$ cat src/rtl/control_sequencer.sv
// Hardwired fetch/execute sequencer: steps one instruction through T0..T6 and
// drives datapath bus-source, load, ALU-select and status signals from the state.
`timescale 1ns/1ps
module control_sequencer #(
    parameter int  REG_SEL_W = 4,
    parameter int  CTL_W     = 5,
    localparam int REGS      = 2 ** REG_SEL_W
) (
    input  logic             Clock,
    input  logic             Reset_n,
    input  logic             Start,
    input  logic             MemRdy,
    input  logic [31:0]      IR,
    output logic             PC_Out,
    output logic             ZLO_Out,
    output logic             ZHI_Out,
    output logic             MDR_Out,
    output logic             C_Out,
    output logic             MAR_In,
    output logic             PC_In,
    output logic             MDR_In,
    output logic             IR_In,
    output logic             Y_In,
    output logic             Z_In,
    output logic             LO_In,
    output logic             HI_In,
    output logic             IncPC,
    output logic             Read,
    output logic [REGS-1:0]  Reg_Out,
    output logic [REGS-1:0]  Reg_In,
    output logic [CTL_W-1:0] CONTROL,
    output logic             Busy,
    output logic             Done,
    output logic             Illegal
);

    typedef enum logic [3:0] {
        IDLE, T0, T1, T2, T3, T4, T5, T6, DONE
    } state_t;

    state_t               state;
    state_t               state_next;
    logic                 t1_repeat;
    logic [4:0]           opcode;
    logic [REG_SEL_W-1:0] ra;
    logic [REG_SEL_W-1:0] rb;
    logic [REG_SEL_W-1:0] rc;
    logic                 is_imm_alu;
    logic                 is_muldiv;
    logic                 is_legal;
    logic                 unused_ir;

    assign opcode     = IR[31:27];
    assign ra         = IR[26 -: REG_SEL_W];
    assign rb         = IR[22 -: REG_SEL_W];
    assign rc         = IR[18 -: REG_SEL_W];
    assign is_imm_alu = (opcode >= 5'd12) && (opcode <= 5'd14);
    assign is_muldiv  = (opcode == 5'd15) || (opcode == 5'd16);
    assign is_legal   = (opcode <= 5'd16);
    assign unused_ir  = ^IR;

    // t1_repeat marks the memory-wait cycles of T1, so the PC update happens once.
    always_ff @(posedge Clock or negedge Reset_n) begin
        if (!Reset_n) begin
            state     <= IDLE;
            t1_repeat <= 1'b0;
        end else begin
            state     <= state_next;
            t1_repeat <= (state == T1);
        end
    end

    always_comb begin
        state_next = state;
        PC_Out     = 1'b0;
        ZLO_Out    = 1'b0;
        ZHI_Out    = 1'b0;
        MDR_Out    = 1'b0;
        C_Out      = 1'b0;
        MAR_In     = 1'b0;
        PC_In      = 1'b0;
        MDR_In     = 1'b0;
        IR_In      = 1'b0;
        Y_In       = 1'b0;
        Z_In       = 1'b0;
        LO_In      = 1'b0;
        HI_In      = 1'b0;
        IncPC      = 1'b0;
        Read       = 1'b0;
        Reg_Out    = '0;
        Reg_In     = '0;
        CONTROL    = '0;
        Done       = 1'b0;
        Illegal    = 1'b0;
        Busy       = (state != IDLE);

        case (state)
            IDLE: begin
                if (Start) state_next = T0;
            end
            T0: begin
                PC_Out     = 1'b1;
                MAR_In     = 1'b1;
                IncPC      = 1'b1;
                Z_In       = 1'b1;
                state_next = T1;
            end
            T1: begin
                ZLO_Out = !t1_repeat;
                PC_In   = !t1_repeat;
                Read    = 1'b1;
                MDR_In  = 1'b1;
                if (MemRdy) state_next = T2;
            end
            T2: begin
                MDR_Out    = 1'b1;
                IR_In      = 1'b1;
                state_next = T3;
            end
            T3: begin
                if (is_legal) begin
                    Reg_Out    = REGS'(1) << rb;
                    Y_In       = 1'b1;
                    state_next = T4;
                end else begin
                    Illegal    = 1'b1;
                    state_next = IDLE;
                end
            end
            T4: begin
                CONTROL = CTL_W'(opcode);
                Z_In    = 1'b1;
                if (is_imm_alu) C_Out = 1'b1;
                else            Reg_Out = REGS'(1) << rc;
                state_next = T5;
            end
            T5: begin
                ZLO_Out = 1'b1;
                if (is_muldiv) begin
                    LO_In      = 1'b1;
                    state_next = T6;
                end else begin
                    // R0 is hardwired; the write is suppressed but timing is kept.
                    if (ra != '0) Reg_In = REGS'(1) << ra;
                    state_next = DONE;
                end
            end
            T6: begin
                ZHI_Out    = 1'b1;
                HI_In      = 1'b1;
                state_next = DONE;
            end
            DONE: begin
                Done       = 1'b1;
                state_next = IDLE;
            end
            default: state_next = IDLE;
        endcase
    end

endmodule

$ cat config.mk
export PLATFORM = sky130hd
export DESIGN_NAME = control_sequencer
export DESIGN_NICKNAME = d
export VERILOG_FILES = /design/src/rtl/control_sequencer.sv
export SDC_FILE = /design/constraint.sdc
export NUM_CORES = 1
export LEC_CHECK = 0
export ABC_CLOCK_PERIOD_IN_PS = 1550
export BUFFER_PORTS_ARGS = -buffer_cell sky130_fd_sc_hd__buf_4
export CAP_MARGIN = 20
export CORE_ASPECT_RATIO = 0.75
export CORE_MARGIN = 10
export CORE_UTILIZATION = 33
export DETAILED_ROUTE_END_ITERATION = 6
export PLACE_DENSITY = 0.76
export SYNTH_ARGS = -nofsm -noshare
export SYNTH_HDL_FRONTEND = slang
export SYNTH_SLANG_ARGS = --single-unit
$ cat constraint.sdc
create_clock -name Clock -period 1.55 [get_ports Clock]
set_input_delay 0.31 -clock Clock [delete_from_list [all_inputs] [get_ports Clock]]
set_output_delay 0.31 -clock Clock [all_outputs]
set_load 0.03 [all_outputs]
==> flow_summary.json, run 1 <==
{
  "syn-num-nets": 158,
  "synth.avg_cell_area_sq_um": 7.94,
  "cts_buffers": 3,
  "hold_buffers": 1,
  "synth_edf_count": 0,
  "place_congestion": 0.914,
  "run_status": "did not finish",
  "synth_area_sq_um": 968,
  "post-synth-top-count-cell": "o22ai_1",
  "dp_hpwl_microns": 4190,
  "synth_area_leaders": "dfrtp_1 13%, o22ai_1 11%, nor4_1 9.0%, buf_4 7.0%, and2_1 5.2%",
  "synth_top_area_share_pct": 12.9,
  "die_height_microns": 66.9,
  "synth-main-ff-cell": "dfrtp_1",
  "yosys-top-cells-count": "17 x o22ai_1, 14 x nor4_1, 9 x buf_4, 9 x nand2_1",
  "htree_levels": 1,
  "yosysWarnings": 0,
  "clk_path_buf_depth": 2,
  "port_buffers": 74,
  "lastStage": "clock tree synthesis",
  "yosys.area.top_type": "dfrtp_1",
  "syn_inst": 122,
  "post_cts_resized": 96,
  "cts_root_buf": "clkbuf_8",
  "ys_seq_area_share_pct": 12.9,
  "synth_cell_types": 39,
  "firstError": "[ERROR DPL-0038] Utilization greater than 100%, impossible to legalize",
  "preCtsSetupSlack_ns": -0.428,
  "cts_sinks": 5,
  "num_io_pins": 91,
  "die_w_microns": 82.6,
  "start_util_pct": 35.8,
  "postCtsSetupRepairBufs": 18,
  "ys_ff_latch": 5,
  "row_count": 16,
  "synthArstFlopShare_pct": 100
}
==> stage by stage <==
stage,setup TNS [ns],cells,instance area (sq um)
2_1_floorplan,-9.67,122,1490
3_3_place_gp,-12.25,253,2230
3_5_place_dp,-13.79,253,2230
==> logic make-up after synthesis <==
family          after synthesis  synth area share, %
flops                         5                 12.9
simple gates                 73                 49.9
mux                           2                 2.71
other cells                   1                0.387
buf+inv                      16                 12.5
compound gates               25                 21.6
==> inputs of run 2 (changes only) <==
ABC_CLOCK_PERIOD_IN_PS = 2000   (was 1550)
CORE_AREA = 10 10 71 73   (was default)
CORE_ASPECT_RATIO = default   (was 0.75)
CORE_MARGIN = default   (was 10)
CORE_UTILIZATION = default   (was 33)
DIE_AREA = 0 0 81 83   (was default)
PLACE_DENSITY = default   (was 0.76)
PLACE_DENSITY_LB_ADDON = 0.15   (was default)
clock period = 2 ns   (was 1.55 ns; I/O delays follow)
==> run 2 against run 1 <==
Compared with the run above:
- the flow now finishes, with violations (setup timing)
- synthesized area unchanged
- synthesized cell count unchanged
==> flow_summary.json, run 2 <==
{
  "seqPwrFrac_pct": 12.4,
  "irDropWorstVdd_mv": 0.644,
  "ys_seq_area_share_pct": 12.9,
  "drtIter0Drc": 51,
  "powerDensity_nw_per_um2": 730,
  "layout_commonest_cell": "buf_4",
  "cts_buffers": 3,
  "place_congestion": 0.823,
  "critPathMaxFanout": 5,
  "post-route-period-util_pct": 108,
  "min_path_type": "input pin to async pin",
  "synth_area_leaders": "dfrtp_1 13%, o22ai_1 11%, nor4_1 9.0%, buf_4 7.0%, and2_1 5.2%",
  "syn-num-nets": 158,
  "register_area_sq_um": 130,
  "power_frac_comb_pct": 77.2,
  "start_util_pct": 26.7,
  "clk_path_buf_depth": 2,
  "syn_inst": 122,
  "fmax_mhz": 462,
  "switching_power_mw": 0.878,
  "drc": 0,
  "cts_sinks": 5,
  "finalInstanceArea_sq_um": 2400,
  "grt_pass1_vias": 1473,
  "p_sw_share_pct": 50.1,
  "ys_ff_latch": 5,
  "cts_root_buf": "clkbuf_8",
  "regMostFlops": "state",
  "final_cell_mix": "55 x buf_4, 41 x buf_6, 13 x nor4_4",
  "fin_ws_ns": -0.165,
  "grt_pass1_wl_microns": 7280,
  "tns_ns": -1.82,
  "synthArstFlopShare_pct": 100,
  "antenna_found_initial": 0,
  "vias": 1390,
  "dpl-instance-area_sq_um": 1850,
  "synth.avg_cell_area_sq_um": 7.94,
  "clockPowerShare_pct": 10.4,
  "core_sq_um": 3630,
  "total_leakage_power_nw": 0.901,
  "synth_cell_types": 39,
  "synth_area_sq_um": 968,
  "endpoint_kind": "output pin",
  "grt_max_degree": 9,
  "row_count": 22,
  "vias_per_cell": 5.29,
  "post-synth-top-count-cell": "o22ai_1",
  "utilization_pct": 66.0,
  "diodes": 0,
  "crit_required_ns": 1.60,
  "die_w_microns": 81,
  "reg_top3": "state (4), t1_repeat (1)",
  "die-area_sq_um": 6720,
  "synth_top_area_share_pct": 12.9,
  "cap_violations": 0,
  "path_class": "flop to output pin",
  "drive_gt1_share_pct": 76.3,
  "violations": "setup timing",
  "htree_levels": 1,
  "port_buffers": 74,
  "die_height_microns": 83,
  "setup_viol": 17,
  "wire_per_inst_microns": 18.1,
  "cts.clk_slew.worst_paths_ns": 0.04,
  "grt_use_total_pct": 12.7,
  "yosys.area.top_type": "dfrtp_1",
  "drt-pass1-iter-count": 4,
  "finalNetCount": 252,
  "synth_edf_count": 0,
  "worst_pin_slew_ns": 0.500,
  "skew_ns": 0.000959,
  "whs_ns": 0.518,
  "yosys-top-cells-count": "17 x o22ai_1, 14 x nor4_1, 9 x buf_4, 9 x nand2_1",
  "rsz0062_at_grt": "true",
  "multi_input_area_sq_um": 1220,
  "overflow": 0,
  "dp_hpwl_microns": 3550,
  "worstPathArrival_ns": 1.77,
  "period_needed_ns": 2.17,
  "wirelength_microns": 4760,
  "internal_power_mw": 0.873,
  "num_io_pins": 91,
  "insertion_delay_ns": 0.22,
  "largest_register_ffs": 4,
  "detail-route-antenna-nets": 0,
  "area_growth_pct": 148,
  "run_status": "finished, violations left",
  "synth-main-ff-cell": "dfrtp_1",
  "hold_viol": 0,
  "drv_slew": 0,
  "yosysWarnings": 0,
  "max-slew-margin-rel_pct": 66.6,
  "cts_tree": "done",
  "fillCellCount": 302,
  "worst_setup_path_start_kind": "flop"
}
## run 2: cell counts after synthesis
No cell type changed its count.
## run 2: worst max-delay path, stage by stage (launching register included)
cell	delay [ns]
dfrtp_2	0.44
nor4b_4	0.39
nand4b_1	0.22
buf_6	0.19
o22ai_2	0.14
buf_6	0.16
## run 2: kinds of logic (layout without fill, tap and decap cells)
logic type             after synthesis  after routing  share of synthesized area (%)
and+or+nand+nor                     73             73                           49.9
DFF                                  5              5                           12.9
buffers and inverters               16            107                           12.5
other                                1              1                          0.387
AOI/OAI and AO/OA                   25             25                           21.6
muxes                                2              4                           2.71
## run 2: timing repair
action / in CTS / in global routing
hold buffers: 1 / 0
endpoints found under the setup margin: 33 / 40
endpoints found under the hold margin: 5 / 0
pin swaps: 28 / 12
gates cloned: 2 / 0
resized for setup: 57 / 29
setup buffers: 5 / 4
## run 2: power groups by stage
stage                     clock [mW]  combinational (mW)  sequential (mW)
after floorplan                    0               0.835            0.172
after global placement             0                1.14            0.207
after detailed placement           0                1.15            0.211
after CTS                      0.186                1.27            0.218
after global routing           0.195                1.44            0.224
final                          0.182                1.35            0.217
## run 2: worst paths after layout
path,start,cells past startpoint,slack (ns),end
max,state[1],5,-0.17,Reg_Out[13]
min,Reset_n,2,0.52,state[3]
max reg2reg,state[1],4,0.48,state[2]
min reg2reg,state[0],3,0.67,state[0]
max in group asynchronous,Reset_n,2,1.36,state[1]
min in group Clock,Start,4,0.52,state[0]
## run 2: final cells by class
type                    count  share of cell area (%)
multi-input cells         103                    51.0
repair buffers            100                    38.7
flip-flops and latches      5                    5.42
well taps                  48                    2.50
clock buffers               4                    1.88
inverters                   3                   0.469
## run 2: stage by stage
stage                     std cells  power, mW  worst slack, ns
final                           263       1.75           -0.165
after global routing            263       1.86           -0.256
after CTS                       262       1.68           -0.126
after detailed placement        250       1.37           -0.102
after global placement          250       1.35          -0.0648
after floorplan                 122       1.01           -0.331
## run 2: routing by layer
| metal | part of all wire, % | global-route usage [%] | vias up |
|---|---|---|---|
| li1 | - | - | 663 |
| met1 | 41 | 15.0 | 665 |
| met2 | 50 | 21.9 | 56 |
| met3 | 6.8 | 3.02 | 6 |
| met4 | 1.7 | 3.60 | 0 |
| met5 | 0 | 0 | - |
(Power assumes the default switching activity.)
==> inputs of run 3 (changes only) <==
GPL_ROUTABILITY_DRIVEN = 1   (was default)
SETUP_SLACK_MARGIN = 0.05   (was default)
==> run 3 against run 2 <==
Compared with the run above:
- the flow still finishes with violations (setup timing)
- fmax up 0.73%
- sequential share of layout area up 0.12 points
- combinational power up 5%
- final cell count down 0.38%
- critical path type unchanged
- critical endpoint is now Reg_In[14]
- largest power group unchanged
==> flow_summary.json, run 3 (synthesis gave the netlist of run 2 again) <==
{
  "worst_setup_path_start_kind": "flop",
  "finalNetCount": 251,
  "skew_ns": 0.00670,
  "layout_commonest_cell": "buf_4",
  "wirelength_microns": 4580,
  "crit_buf_inv": 3,
  "place_congestion": 0.806,
  "irDropWorstVdd_mv": 0.746,
  "overflow": 0,
  "num_io_pins": 91,
  "cp.depth": 6,
  "min_path_type": "input pin to flop",
  "ff2ff_setup_slack_ns": 0.36,
  "grt_max_degree": 19,
  "start_util_pct": 26.7,
  "finalPower_mw": 1.83,
  "rr_startpoint": "state[1]",
  "cpLargestDelayFamily": "simple AND/OR/NAND/NOR gates",
  "use_met3_pct": 5.28,
  "detail-route-antenna-nets": 0,
  "port_buffers": 74,
  "htree_levels": 1,
  "cts_tree": "done",
  "vias": 1380,
  "cap_violations": 0,
  "critPathMostFrequentCell": "buf_4",
  "area_growth_pct": 143,
  "path_class": "flop to output pin",
  "drt-pass1-iter-count": 4,
  "cp-startpoint": "state[1]",
  "hold_viol": 0,
  "wire_per_inst_microns": 17.5,
  "met2_usage_pct": 20.6,
  "violations": "setup timing",
  "endpoint_kind": "output pin",
  "max_stage_delay_ns": 0.43,
  "crit_required_ns": 1.60,
  "cts_root_buf": "clkbuf_8",
  "regMostFlops": "state",
  "drv_slew": 0,
  "critPathMaxFanout": 9,
  "cts.clk_slew.worst_paths_ns": 0.04,
  "r2r_cells": 5,
  "top_usage_layer": "met2",
  "insertion_delay_ns": 0.23,
  "worstPathArrival_ns": 1.75,
  "preCtsSetupSlack_ns": -0.0726,
  "largest_register_ffs": 4,
  "vias_per_cell": 5.27,
  "drc": 0,
  "post-route-period-util_pct": 107,
  "reg_top3": "state (4), t1_repeat (1)",
  "die-area_sq_um": 6720,
  "grt_pass1_vias": 1426,
  "path_cells": "buf_4 -> nand2b_4 -> or2_4 -> buf_12 -> nor4_2 -> buf_4",
  "setup_viol": 36,
  "fmax_mhz": 465,
  "rsz0062_at_grt": "true",
  "cts_buffers": 3,
  "rr_endpoint": "state[2]",
  "dpl-instance-area_sq_um": 1820,
  "whs_ns": 0.519,
  "drtIter0Drc": 54,
  "core_sq_um": 3630,
  "final_cell_mix": "58 x buf_4, 39 x buf_6, 14 x o22ai_2",
  "clk_path_buf_depth": 2,
  "row_count": 22,
  "gr-usage-met1_pct": 14.8,
  "total_leakage_power_nw": 0.905,
  "fillCellCount": 302,
  "fin_ws_ns": -0.149,
  "grt_pass1_wl_microns": 7130,
  "antenna_found_initial": 0,
  "grt_use_total_pct": 12.5,
  "utilization_pct": 64.7,
  "diodes": 0,
  "layoutNonFillerInstCount": 262,
  "tns_ns": -3.24,
  "run_status": "finished, violations left",
  "die_height_microns": 83,
  "period_needed_ns": 2.15,
  "cp-endpoint": "Reg_In[14]",
  "drive_gt1_share_pct": 78.0,
  "critical-path-slowest-cell": "dfrtp_2",
  "finalInstanceArea_sq_um": 2350,
  "cts_sinks": 5,
  "powerDensity_nw_per_um2": 780,
  "dp_hpwl_microns": 3510,
  "die_w_microns": 81,
  "place_inst": 246
}
==> run 3: worst min path at each step <==
| stage | start | end | cells after the start |
|---|---|---|---|
| after floorplan | Reset_n | state[0] | 0 |
| final | Start | state[0] | 4 |
| after CTS | Reset_n | state[3] | 2 |
| after detailed placement | Reset_n | state[2] | 1 |
| after global routing | Reset_n | state[1] | 2 |
| after global placement | Reset_n | t1_repeat | 1 |
==> run 3: cell type report <==
type / count / area (sq um) / share of cell area [%]
inverter: 3 / 11.3 / 0.479
sequential: 5 / 130 / 5.54
multi-input combinational: 101 / 1160 / 49.3
timing repair buffer: 101 / 945 / 40.2
tap: 48 / 60.1 / 2.56
clock buffer: 4 / 45.0 / 1.92
==> run 3: power breakdown <==
part	leakage, nW	internal, mW	total (mW)	switching [mW]
combinational	0.822	0.646	1.42	0.774
sequential	0.0599	0.152	0.222	0.0708
clock	0.0228	0.137	0.190	0.0526
total	0.905	0.935	1.83	0.898
==> run 3: layer usage <==
metal | share of wire, % | vias up
met5 | 0 | -
met4 | 0.66 | 0
met3 | 10 | 2
met2 | 51 | 56
met1 | 38 | 674
li1 | - | 648
==> run 3: repair_timing <==
action | CTS | global route
gates resized for setup | 37 | 40
hold buffers | 1 | 0
setup buffers | 6 | 4
gates cloned | 0 | 1
endpoints found under the hold margin | 5 | 0
endpoints found under the setup margin | 36 | 45
pin swaps | 16 | 17
==> run 3: worst register-to-register path: cells and delay by family, from the launching register on <==
kind / cells / cell delay, ns
and+or+nand+nor: 1 / 0.38
buffers and inverters: 3 / 0.31
AOI/OAI and AO/OA: 1 / 0.38
DFF: 1 / 0.43
==> inputs of run 4 (changes only) <==
CELL_PAD_IN_SITES_DETAIL_PLACEMENT = 1   (was default)
CELL_PAD_IN_SITES_GLOBAL_PLACEMENT = 1   (was default)
CORE_AREA = default   (was 10 10 71 73)
CORE_MARGIN = 10   (was default)
CORE_UTILIZATION = 24   (was default)
DIE_AREA = default   (was 0 0 81 83)
==> run 4 against run 3 <==
Compared with the run above:
- fmax decreased by 2.1%
- clock power about the same
- critical path depth is 1 lower
- largest cell class unchanged
- clock skew decreased by 0.0025 ns
- setup slack worse by 0.047 ns
- final cell count increased by 7.6%
- sequential power up 2%
- register-to-register slack lost 0.10 ns
- combinational power is 14% higher
- the flow still finishes with violations (setup timing)
- worst hold slack better by 0.016 ns
==> flow_summary.json, run 4 (synthesis gave the netlist of run 2 again) <==
{
  "cts.clk_slew.worst_paths_ns": 0.04,
  "die-area_sq_um": 6980,
  "rr_endpoint": "state[2]",
  "critical-path-slowest-cell": "dfrtp_2",
  "cpLargestDelayFamily": "simple AND/OR/NAND/NOR gates",
  "crit_required_ns": 1.60,
  "layout_commonest_cell": "buf_6",
  "start_util_pct": 24.6,
  "finalNetCount": 269,
  "post-route-period-util_pct": 110,
  "drive_gt1_share_pct": 79.7,
  "irDropWorstVdd_mv": 0.523,
  "powerDensity_nw_per_um2": 776,
  "path_cells": "nor4b_4 -> nand4b_1 -> buf_6 -> o22ai_2 -> buf_6",
  "path_class": "flop to output pin",
  "endpoint_kind": "output pin",
  "ff2ff_setup_slack_ns": 0.26,
  "preCtsSetupSlack_ns": -0.159,
  "run_status": "finished, violations left",
  "reg_top3": "state (4), t1_repeat (1)",
  "grt_pass1_vias": 1654,
  "grt_max_degree": 9,
  "violations": "setup timing",
  "clk_path_buf_depth": 2,
  "min_path_type": "input pin to async pin",
  "wirelength_microns": 5960,
  "htree_levels": 1,
  "switching_power_mw": 0.990,
  "rsz0062_at_grt": "true",
  "hold_viol": 0,
  "cts_root_buf": "clkbuf_8",
  "dp_hpwl_microns": 3830,
  "clockPowerShare_pct": 9.4,
  "grt_use_total_pct": 15.7,
  "fin_ws_ns": -0.196,
  "r2r_cells": 5,
  "finalPower_mw": 2.03,
  "critPathMaxFanout": 5,
  "row_count": 23,
  "internal_power_mw": 1.04,
  "drv_slew": 0,
  "whs_ns": 0.535,
  "largest_register_ffs": 4,
  "vias_per_cell": 5.23,
  "vias": 1476,
  "die_height_microns": 83.5,
  "p_sw_share_pct": 48.7,
  "crit_buf_inv": 2,
  "num_io_pins": 91,
  "cts_tree": "done",
  "core_sq_um": 3940,
  "fillCellCount": 401,
  "worstPathArrival_ns": 1.80,
  "insertion_delay_ns": 0.22,
  "cts_buffers": 3,
  "finalInstanceArea_sq_um": 2620,
  "overflow": 0,
  "period_needed_ns": 2.20,
  "dpl-instance-area_sq_um": 1850,
  "seqPwrFrac_pct": 11.1,
  "die_w_microns": 83.5,
  "skew_ns": 0.00425,
  "max-slew-margin-rel_pct": 65.9,
  "grt_pass1_wl_microns": 9260,
  "detail-route-antenna-nets": 0,
  "tns_ns": -3.68,
  "fmax_mhz": 455,
  "max_stage_delay_ns": 0.43,
  "final_cell_mix": "57 x buf_6, 56 x buf_4, 13 x nor4_4",
  "cap_violations": 0,
  "place_inst": 252,
  "area_growth_pct": 171,
  "total_leakage_power_nw": 1.02,
  "drt-pass1-iter-count": 4,
  "worst_pin_slew_ns": 0.512,
  "antenna_found_initial": 0,
  "drc": 0,
  "regMostFlops": "state",
  "wire_per_inst_microns": 21.1,
  "critPathMostFrequentCell": "buf_6",
  "setup_viol": 34,
  "drtIter0Drc": 36,
  "worst_setup_path_start_kind": "flop",
  "diodes": 0,
  "rr_startpoint": "state[1]",
  "utilization_pct": 66.6,
  "cts_sinks": 5,
  "power_frac_comb_pct": 79.5,
  "place_congestion": 0.780,
  "port_buffers": 74,
  "layoutNonFillerInstCount": 282
}
## run 4: cell count changes in the layout (fill, tap and decap cells not counted), sizes merged
cell,previous run,this run
clkbuf,5,4
buf,99,118
## run 4: layout make-up
cell class	instances	area, sq um	share of cell area [%]
Sequential cell	5	130	4.96
Multi-Input combinational cell	101	1200	45.9
Inverter	3	11.3	0.429
Timing Repair Buffer	119	1170	44.6
Tap cell	50	62.6	2.38
Clock buffer	4	45.0	1.72
## run 4: worst reg2reg max path: cells and delay by family, from the launching register on
family          cells  cell delay, ns
simple gates        1            0.40
buf+inv             3            0.31
flops               1            0.43
compound gates      1            0.46
## run 4: routing by layer
layer  vias up  wire length (microns)  GRT usage, %
li1        690                      -             -
met1       733                   2210          16.6
met2        49                   3320          29.8
met3         4                    376          4.49
met4         0                     47          3.04
met5         -                      0             0
## run 4: how the worst max path moves through the flow
stage | from | cells past startpoint | end
detailed placement | state[2] | 5 | Reg_Out[3]
global placement | IR[27] | 6 | Reg_In[8]
finish | state[0] | 5 | Reg_Out[14]
CTS | state[3] | 5 | Reg_Out[6]
floorplan | IR[28] | 4 | Reg_In[4]
global route | state[0] | 5 | Reg_Out[14]
## run 4: repair_timing
item,4_1_cts,5_1_grt
hold buffers,1,0
setup buffers,16,10
gates resized for setup,70,34
endpoints found under the setup margin,40,43
pin swaps,25,13
hold endpoints to repair,5,0
gates cloned,1,0
## run 4: power by group through the flow
stage | clock network, mW | registers, mW | logic [mW]
6_report | 0.191 | 0.226 | 1.62
2_1_floorplan | 0 | 0.174 | 0.827
4_1_cts | 0.192 | 0.217 | 1.43
5_1_grt | 0.206 | 0.235 | 1.71
3_3_place_gp | 0 | 0.225 | 1.12
3_5_place_dp | 0 | 0.229 | 1.14
